$ cat src/rtl/acc_requant_drain.sv
// acc_requant_drain
//    Requantizes final MAC accumulator values into signed N-bit activations.
//    Each accepted beat passes three registered stages (bias add, rounding
//    arithmetic shift, ReLU + saturation) and then enters a first-word-
//    fall-through output FIFO. Upstream flow control is credit based: the
//    credit counter covers every beat in the stages plus the FIFO, so an
//    accepted beat always has a FIFO slot waiting for it.
//
//    Build option: define ACC_DRAIN_SAT_CNT_EN to include the saturation
//    counter; without it sat_count is tied to zero.
//
//    Ports
//       clk        rising-edge clock
//       rst        synchronous active-high reset (flushes pipeline and FIFO)
//       acc_valid  acc_in carries a final MAC result
//       acc_in     signed accumulator value (SUM_WIDTH)
//       acc_ready  a beat can be accepted this cycle (registered)
//       cfg_bias   signed bias, sampled with the beat
//       cfg_shift  rounding right-shift amount, sampled with the beat
//       cfg_relu   clamp negatives to zero, sampled with the beat
//       out_valid  out_data holds a result
//       out_data   signed N-bit requantized activation
//       out_ready  downstream accepts out_data
//       sat_count  number of saturated results, sticks at 16'hFFFF
module acc_requant_drain #(
   parameter int N         = 8,
   parameter int SUM_WIDTH = (N * 2) + 4,
   parameter int DEPTH     = 4
) (
   input  logic                        clk,
   input  logic                        rst,
   input  logic                        acc_valid,
   input  logic signed [SUM_WIDTH-1:0] acc_in,
   output logic                        acc_ready,
   input  logic signed [SUM_WIDTH-1:0] cfg_bias,
   input  logic        [4:0]           cfg_shift,
   input  logic                        cfg_relu,
   output logic                        out_valid,
   output logic signed [N-1:0]         out_data,
   input  logic                        out_ready,
   output logic        [15:0]          sat_count
);

   localparam int S1W = SUM_WIDTH + 1;
   localparam int S2W = SUM_WIDTH + 2;
   localparam int AW  = $clog2(DEPTH);
   localparam int CW  = AW + 1;

   localparam logic signed [S2W-1:0] MAXV = S2W'(2 ** (N - 1) - 1);
   localparam logic signed [S2W-1:0] MINV = S2W'(-(2 ** (N - 1)));

   logic                  accept;
   logic                  pop;

   logic                  v1, v2, v3;
   logic signed [S1W-1:0] s1_q;
   logic        [4:0]     sh1;
   logic                  relu1, relu2;
   logic signed [S2W-1:0] s2_q;
   logic        [N-1:0]   d3;

   logic signed [S1W-1:0] s1_c;
   logic        [4:0]     sh_c;
   logic signed [S2W-1:0] s1x, rnd, s2_c;
   logic signed [S2W-1:0] v_relu;
   logic        [N-1:0]   d3_c;

   logic        [N-1:0]   mem [DEPTH];
   logic        [AW-1:0]  wr_ptr, rd_ptr;
   logic        [CW-1:0]  count;
   logic        [CW-1:0]  credit, credit_nx;
   logic                  ready_q;

   assign acc_ready = ready_q;
   assign accept    = acc_valid && ready_q;
   assign out_valid = (count != '0);
   assign pop       = out_valid && out_ready;
   assign out_data  = out_valid ? mem[rd_ptr] : '0;
   assign credit_nx = credit + CW'(accept) - CW'(pop);

   always_comb begin
      s1_c = S1W'(acc_in) + S1W'(cfg_bias);
      // Shift amounts beyond the accumulator width saturate to the widest legal shift.
      sh_c = (int'(cfg_shift) > SUM_WIDTH - 1) ? 5'(SUM_WIDTH - 1) : cfg_shift;

      // Half-LSB rounding constant; (1 << sh) >> 1 is zero for sh = 0.
      s1x  = S2W'(s1_q);
      rnd  = (S2W'(1) << sh1) >> 1;
      s2_c = (s1x + rnd) >>> sh1;

      // ReLU first, so a clamped negative never reports as saturated.
      v_relu = (relu2 && (s2_q < 0)) ? '0 : s2_q;
      if (v_relu > MAXV)
         d3_c = MAXV[N-1:0];
      else if (v_relu < MINV)
         d3_c = MINV[N-1:0];
      else
         d3_c = v_relu[N-1:0];
   end

   always_ff @(posedge clk) begin
      if (rst) begin
         v1      <= 1'b0;
         v2      <= 1'b0;
         v3      <= 1'b0;
         wr_ptr  <= '0;
         rd_ptr  <= '0;
         count   <= '0;
         credit  <= '0;
         ready_q <= 1'b0;
      end else begin
         v1 <= accept;
         if (accept) begin
            s1_q  <= s1_c;
            sh1   <= sh_c;
            relu1 <= cfg_relu;
         end
         v2 <= v1;
         if (v1) begin
            s2_q  <= s2_c;
            relu2 <= relu1;
         end
         v3 <= v2;
         if (v2)
            d3 <= d3_c;
         if (v3) begin
            mem[wr_ptr] <= d3;
            wr_ptr      <= wr_ptr + 1'b1;
         end
         if (pop)
            rd_ptr <= rd_ptr + 1'b1;
         count   <= count + CW'(v3) - CW'(pop);
         credit  <= credit_nx;
         ready_q <= (credit_nx < CW'(DEPTH));
      end
   end

`ifdef ACC_DRAIN_SAT_CNT_EN
   logic sat_c;
   logic sat3;

   assign sat_c = (v_relu > MAXV) || (v_relu < MINV);

   always_ff @(posedge clk) begin
      if (rst) begin
         sat3      <= 1'b0;
         sat_count <= '0;
      end else begin
         if (v2)
            sat3 <= sat_c;
         // Counted when the result lands in the FIFO.
         if (v3 && sat3 && (sat_count != 16'hFFFF))
            sat_count <= sat_count + 16'd1;
      end
   end
`else
   assign sat_count = '0;
`endif

endmodule

$ cat config.mk
export PLATFORM = sky130hd
export DESIGN_NAME = acc_requant_drain
export DESIGN_NICKNAME = d
export VERILOG_FILES = /design/src/rtl/acc_requant_drain.sv
export SDC_FILE = /design/constraint.sdc
export NUM_CORES = 1
export LEC_CHECK = 0
export CELL_PAD_IN_SITES_DETAIL_PLACEMENT = 0
export CELL_PAD_IN_SITES_GLOBAL_PLACEMENT = 2
export CORE_MARGIN = 5
export CORE_UTILIZATION = 30
export DETAILED_ROUTE_END_ITERATION = 10
export MAX_ROUTING_LAYER = met4
export PLACE_DENSITY_LB_ADDON = 0.1
export SLEW_MARGIN = 20
export SYNTH_ARGS = -nofsm -noshare
export SYNTH_HDL_FRONTEND = slang
export SYNTH_SLANG_ARGS = --single-unit
$ cat constraint.sdc
create_clock -name clk -period 6.6 [get_ports clk]
set_input_delay 1.32 -clock clk [delete_from_list [all_inputs] [get_ports clk]]
set_output_delay 1.32 -clock clk [all_outputs]
set_load 0.005 [all_outputs]
**Word level (Yosys, flattened, before mapping)**

Memory sizes are Yosys's and may differ from the RTL's. A register that Yosys moved wholly into a read port is not among the register bits.
Index checks and enable logic that the tools add are counted.

- Add/subtract/negate cells: 8
- Magnitude comparators: 5
- Shift operators: 2
- Muxes and demuxes: 8
- Bitwise operators: 1
- Reductions and logical operators: 7

Operators by type and width:

| kind | count |
|---|---|
| adder 21 x 22 -> 22 bit | 1 |
| > comparator 22 x 8 -> 1 bit (second input constant) | 1 |
| < comparator 22 x 1 -> 1 bit (second input constant) | 1 |
| < comparator 22 x 8 -> 1 bit (second input constant) | 1 |
| 2-to-1 mux 22 bit | 1 |
| << shifter 1 x 5 -> 22 bit (first input constant) | 1 |
| >>> shifter 22 x 5 -> 22 bit | 1 |
| adder 20 x 20 -> 21 bit | 1 |
| 2-to-1 mux 8 bit | 2 |
| adder 3 x 1 -> 3 bit | 2 |
| AND reduction 2 bit | 3 |
| subtractor 3 x 1 -> 3 bit | 2 |
| > comparator 5 bit (second input constant) | 1 |
| adder 2 x 1 -> 2 bit (second input constant) | 2 |
| 2-to-1 mux 2 bit | 2 |
| logical AND 1 bit | 3 |
| < comparator 3 bit (second input constant) | 1 |
| 2-to-1 mux 1 bit | 3 |
| nonzero test 3 bit | 1 |
| inverter 1 bit | 1 |

- Register bits after elaboration: 72
- Bits in writable memories: 32
- Input port bits: 50
- Output and inout port bits: 26
- Word-level logic and storage cells: 46
- Memories: 1

Memory list:

| name | depth | width | rd ports | clocked after memory_dff | write ports | line | RTL |
|---|---|---|---|---|---|---|---|
| mem | 4 | 8 | 1 | 1 | 1 | 68 | `logic [N-1:0] mem [DEPTH];` |

**Longest topological paths before layout**

Gate-level depths: netlist of run 1.

- Word-level depth: 5
- Gate-level depth with buffers: 18
- Gate-level depth less buffers: 15

**Worst setup path before layout of run 1**

No wires, ideal clock.

- Path kind: flip-flop to flip-flop
- Start point: register sh1[0]
- End point: register s2_q[2], data pin
- Library setup time: 0.270 ns
- Arrival time: 4.182 ns
- Required time: 6.330 ns
- Path slack: 2.149 ns
- Cell stages (with the launch flop): 15
- Path buffers: 4
- Period minus slack after synthesis: 4.451 ns
- Cell sequence: edfxtp_1 clkbuf_1 clkbuf_1 clkbuf_1 buf_1 nor3_1 fa_1 a21oi_2 o22ai_2 o211a_4 o41a_2 and2_1 mux4_2 a221oi_2 o22ai_1

- Cells in the longest elaborated chain, start to end: 3

Ends and longest elaborated chain:

| item | line | RTL |
|---|---|---|
| start: declaration | 57 | `logic [4:0] sh1;` |
| start signal: assignment | 115 | `sh1 <= sh_c;` |
| << shifter 1 x 5 -> 22 bit | 88 | `rnd = (S2W'(1) << sh1) >> 1;` |
| adder 21 x 22 -> 22 bit | 89 | `s2_c = (s1x + rnd) >>> sh1;` |
| >>> shifter 22 x 5 -> 22 bit * | 89 |  |
| named net s2_c[2] | 64 | `logic signed [S2W-1:0] s1x, rnd, s2_c;` |
| end signal: assignment | 120 | `s2_q <= s2_c;` |
| end: declaration | 59 | `logic signed [S2W-1:0] s2_q;` |

Mark *: on every way through the listed nets, which the timed path passes. The rest lies on a longest branch.
A chain may end at the register's enable or synchronous reset.

**Final worst setup path of run 1**

- Start point: register sh1[3]
- End point: register s2_q[14], data pin

The elaborated chain is that of the path after synthesis.

==> results of run 1 <==
-- registers in the layout (all words and copies together) (netlist names), 2 cells and up, named ones only --
signal / cells
s2_q: 22
credit: 3
mem: 32
count: 3
d3: 8
s1_q: 21
rd_ptr: 2
wr_ptr: 2
sh1: 5
-- metal layers --
metal	up-vias	share of wire (%)	GRT usage [%]
met1	2896	46	19.0
met4	0	1.8	4.20
met5	-	0	-
met2	134	50	26.1
li1	2942	-	-
met3	25	2.6	1.51
-- power by group --
group | internal, W | leakage (nW) | switching [W]
registers | 0.000789 | 0.942 | 0.0000428
clock network | 0.000271 | 0.146 | 0.000289
logic | 0.000313 | 2.14 | 0.000332
total | 0.00137 | 3.23 | 0.000663
-- cell type report --
cell class | instances | area (um2) | share of cell area [%]
tap | 330 | 413 | 4.67
clock buffer | 9 | 225 | 2.55
inverter | 33 | 124 | 1.40
timing repair buffer | 70 | 673 | 7.62
clock inverter | 7 | 80.1 | 0.906
multi-input combinational | 582 | 4300 | 48.6
sequential | 106 | 3020 | 34.2
-- cell usage in the layout (no fill, tap or decap), types with 12 or more instances in the layout --
master / netlist / final
a21o_1: 24 / 24
a21oi_1: 43 / 43
and2_1: 24 / 24
clkdlybuf4s50_1: 0 / 59
conb_1: 1 / 16
dfxtp_1: 16 / 16
edfxtp_1: 90 / 90
ha_1: 49 / 49
inv_1: 30 / 30
mux2i_1: 14 / 14
mux4_2: 13 / 13
nand2_1: 39 / 39
nand3_1: 21 / 21
nor2_1: 64 / 64
nor2b_1: 16 / 14
nor3_1: 27 / 27
o21ai_0: 22 / 22
xnor2_1: 24 / 24
xor2_1: 12 / 12
-- logic make-up after synthesis --
group           share of synthesized area [%]
fa+ha+maj                                9.03
flops                                    39.4
xor+xnor                                 4.11
mux                                      7.01
other cells                            0.0488
buf+inv                                  5.49
compound gates                           18.8
simple gates                             16.1
-- final timing paths --
kind	endpoint	cells past startpoint
max	s2_q[14]$_DFFE_PP_	14
min	relu2$_DFFE_PP_	0
max reg2reg	s2_q[14]$_DFFE_PP_	14
min reg2reg	relu2$_DFFE_PP_	0
-- stage by stage --
step	total power, W	hold slack, ns
after floorplan	0.00128	0.400
after global placement	0.00150	0.427
after detailed placement	0.00150	0.412
after CTS	0.00207	0.436
after global routing	0.00216	0.443
final	0.00204	0.433
==> run metrics, run 1 <==
Clock Path Buffers 2; Pwr per Cell Area 231 mW/mm2; die height 170 um; period utilisation layout 72.3%; Syn. warnings 0; worst-skew pair later-pin latency 0.37 ns; crit path cell chain inv_1 > buf_4 > nand2_1 > nor3_1 > fa_1 > a21oi_2 > o22ai_2 > o211a_4 > o41ai_2 > xor2_1 > inv_1 > mux4_2 > a221oi_2 > a31oi_1; Routed WL 21,200 um; Worst Setup SP sh1[3]$_SDFFCE_PN0P_; Bufs and invs on worst path 3; Seq/Total Area, Yosys 39.4%; post-synthesis area per instance 10.1 um2; Leak Pwr 3.23 nW; Netlist Area Pre-Place 0.00768 mm2; vias in the first global route 6,122; Worst-path clk slew 0.09 ns; root buf cell clkbuf_16; Chip Width 170 um; hold_sp relu1$_DFFE_PP_; Final setup viols 0; worst slew pin tran 0.916 ns; Peak VDD IR 0.107 mV; I/O Pins 76; startpoint types register; Max Fclk 0.210 GHz; max incr delay on CP 0.72 ns; GP Congestion 0.869; final worst slack 1.83 ns; DR vias 5,997; unrepaired setup endpoints after global routing no; setup TNS 0 ns; CP top delay family compound AO/OA/AOI/OAI gates; Slew Viols, Final 0; Inserted Clock Buffers 9; max-cap violations 0; # diodes 0; die area 0.0289 mm2; CTS Hold Bufs 0; post-layout min period 4.77 ns; Max transition margin 38.9%; FP Rows 58; Synth Register Bits 106; Placement Setup Slack 1.79 ns; Crit. End Element register; area leader, netlist edfxtp_1; Initial DRC Count 350; Final HPWL DP 16,400 um; htree depth 3; largest net degree at the start of global routing 26; synth unique cells 82; flop-to-flop setup slack 1.83 ns; Mapped Cells 761; Core ar. 0.0252 mm2; Primary FF master, synth edfxtp_1; Nets 905; status finished, final reports clean; DP Area 0.00853 mm2; Final Hold Fails 0; synth-to-layout area growth 15.0%; TritonCTS clock tree done; Post-synth EDFFs 90; global-route wire length before repair 33,800 um; CP Data Required Time 6.69 ns; Clock Sinks 106; most frequent cells after synthesis edfxtp_1 (90), nor2_1 (64), ha_1 (49), a21oi_1 (43), nand2_1 (39); Initial Util 30.5%; Reg2Reg Launch Point sh1[3]$_SDFFCE_PN0P_; dominant cell by count in the synthesized netlist edfxtp_1; Yosys top cell area share 35.2%; antenna violations before repair 0; fraction of registers with async set/reset 0%; Critical Setup Path Class register to register; grt ovf 0; drt pass-1 iters 5; fin cells 1,137; Vias per Instance 5.27; ANT nets after route 0; synth top area cells edfxtp_1 (35%), ha_1 (8.0%), dfxtp_1 (4.2%); port bufs 59; HP Class register to register; CP max-delay cell edfxtp_1; PostCTS Resize Cnt 0; most used cell along the critical path inv_1; WP data arrival 4.86 ns; drt wl/cell 18.7 um; Setup Buffers After CTS 0; Placed Cells 1,121; share of cells above drive strength 1 9.17%; Post-Route Utilization 35.1%; Design Area, Final 0.00883 mm2; gr usage total 15.1%; DR DRC count 0; critical-path maximum fanout 17; Layout Skew 0.0192 ns; Filler cells 2,600
No activity file was read; power rests on OpenSTA's default activity.
==> run 2, diff against run 1 <==
==> constraint.sdc (replaced) <==
create_clock -name clk -period 4.27 [get_ports clk]
set_input_delay 0.854 -clock clk [delete_from_list [all_inputs] [get_ports clk]]
set_output_delay 0.854 -clock clk [all_outputs]
set_load 0.005 [all_outputs]
==> run 2 against run 1 <==
Net effect:
- maximum frequency increased by 19%
- worst hold slack improved by 0.0055 ns
- sequential share of layout area shrank 1.4 points
- setup slack got worse by 1.6 ns
- via count rose by 1.8%
- routed wire length shrank 2.0%
- clock skew decreased by 0.0097 ns
- global-route usage fell by 0.17 points
- sequential power up 54%
- highest routed layer unchanged
==> run metrics, run 2 (synthesis results as in run 1) <==
WP data arrival 4.09 ns; Inserted Clock Buffers 9; Setup Buffers After CTS 0; vias in the first global route 6,264; Critical Setup Path Class register to register; routed length on met1 9290 um; hold_sp relu1$_DFFE_PP_; GP Congestion 0.945; Clock Path Buffers 2; share of cells above drive strength 1 14.6%; HP Class register to register; status finished, final reports clean; most frequent cells in the layout edfxtp_1 (90), nor2_1 (64), buf_4 (61); most common cell after layout, fill and taps aside edfxtp_1; Crit. End Element register; FF-to-FF End s2_q[14]$_DFFE_PP_; drt pass-1 iters 5; gr usage total 15.0%; max reg flops 32; critical-path maximum fanout 7; Initial Util 30.5%; Chip Width 170 um; Slew Viols, Final 0; Max transition margin 47.1%; Peak VDD IR 0.189 mV; synth-to-layout area growth 20.1%; Largest Register mem; DR DRC count 0; unrepaired setup endpoints after global routing no; drt wl/cell 17.5 um; die area 0.0289 mm2; Reg2Reg Launch Point sh1[4]$_SDFFCE_PN1P_; Final setup viols 0; met2 wire length 10,400 um; Max Fclk 0.250 GHz; TritonCTS clock tree done; Post-Route Utilization 36.6%; Vias per Instance 5.14; Clock Sinks 106; FP Rows 58; worst slew pin tran 0.793 ns; setup TNS 0 ns; max-cap violations 0; antenna violations before repair 0; met3 wire length 704 um; DR vias 6,105; Filler cells 2,530; PostCTS Resize Cnt 0; Pwr per Cell Area 347 mW/mm2; worst-skew pair later-pin latency 0.35 ns; Nets 955; largest net degree at the start of global routing 25; Worst Hold Depth 0; ANT nets after route 0; top flop regs mem x32, s2_q x22, s1_q x21; htree depth 3; port bufs 59; Worst Setup SP sh1[4]$_SDFFCE_PN1P_; Hold Path End relu2$_DFFE_PP_; Initial DRC Count 262; # diodes 0; root buf cell clkbuf_16; Core ar. 0.0252 mm2; global-route wire length before repair 33,500 um; startpoint types register; Final Hold Fails 0; flop-to-flop setup slack 0.27 ns; CTS Hold Bufs 0; Final HPWL DP 16,700 um; CP Data Required Time 4.36 ns; FF-to-FF path depth 13; Worst-path clk slew 0.08 ns; post-layout min period 4.00 ns; I/O Pins 76; period utilisation layout 93.7%; Layout Skew 0.00953 ns; highest routed layer met4; grt ovf 0; Leak Pwr 3.48 nW; die height 170 um; Routed WL 20,800 um
## run 2: worst max path at each step
stage	endpoint	slack, ns
floorplan	s2_q[2]$_DFFE_PP_	0.02
global placement	s2_q[3]$_DFFE_PP_	0.21
detailed placement	s2_q[3]$_DFFE_PP_	0.20
CTS	s2_q[3]$_DFFE_PP_	0.18
global route	s2_q[3]$_DFFE_PP_	0.004
finish	s2_q[14]$_DFFE_PP_	0.27
## run 2: layout make-up
type,instances,area (um2),share of cell area (%)
Multi-Input combinational cell,582,4300,46.7
Inverter,33,124,1.34
Sequential cell,106,3020,32.8
Clock buffer,9,225,2.44
Tap cell,330,413,4.48
Timing Repair Buffer,120,1050,11.4
Clock inverter,7,83.8,0.909
## run 2: metrics by stage
step / power (W) / hold slack [ns] / setup slack, ns / instance area (um2) / instances
3_5_place_dp: 0.00237 / 0.422 / 0.204 / 8900 / 1171
6_report: 0.00320 / 0.439 / 0.267 / 9220 / 1187
4_1_cts: 0.00326 / 0.445 / 0.183 / 9210 / 1187
5_1_grt: 0.00342 / 0.450 / 0.00381 / 9220 / 1187
3_3_place_gp: 0.00236 / 0.430 / 0.206 / 8900 / 1171
2_1_floorplan: 0.00198 / 0.400 / 0.0163 / 7740 / 776
## run 2: metal layers
layer / vias up / global-route usage (%)
met5: - / -
met4: 0 / 3.72
met3: 28 / 2.02
met2: 125 / 25.8
met1: 2919 / 18.7
li1: 3033 / -
## run 2: report_power, final
part           internal, W  switching [W]  total, W
clock network     0.000426       0.000438  0.000864
logic             0.000533       0.000525   0.00106
registers          0.00122      0.0000617   0.00128
total              0.00218        0.00102   0.00320
## run 2: critical path, cell delays in order (launching register included)
cell,delay (ns)
edfxtp_1,0.46
clkinv_1,0.10
nand2_1,0.23
nor3_1,0.27
ha_1,0.28
buf_4,0.17
and3_4,0.18
and3_4,0.18
o211a_4,0.16
o41a_2,0.50
and2_1,0.17
mux4_2,0.52
a221oi_2,0.36
a31oi_1,0.14
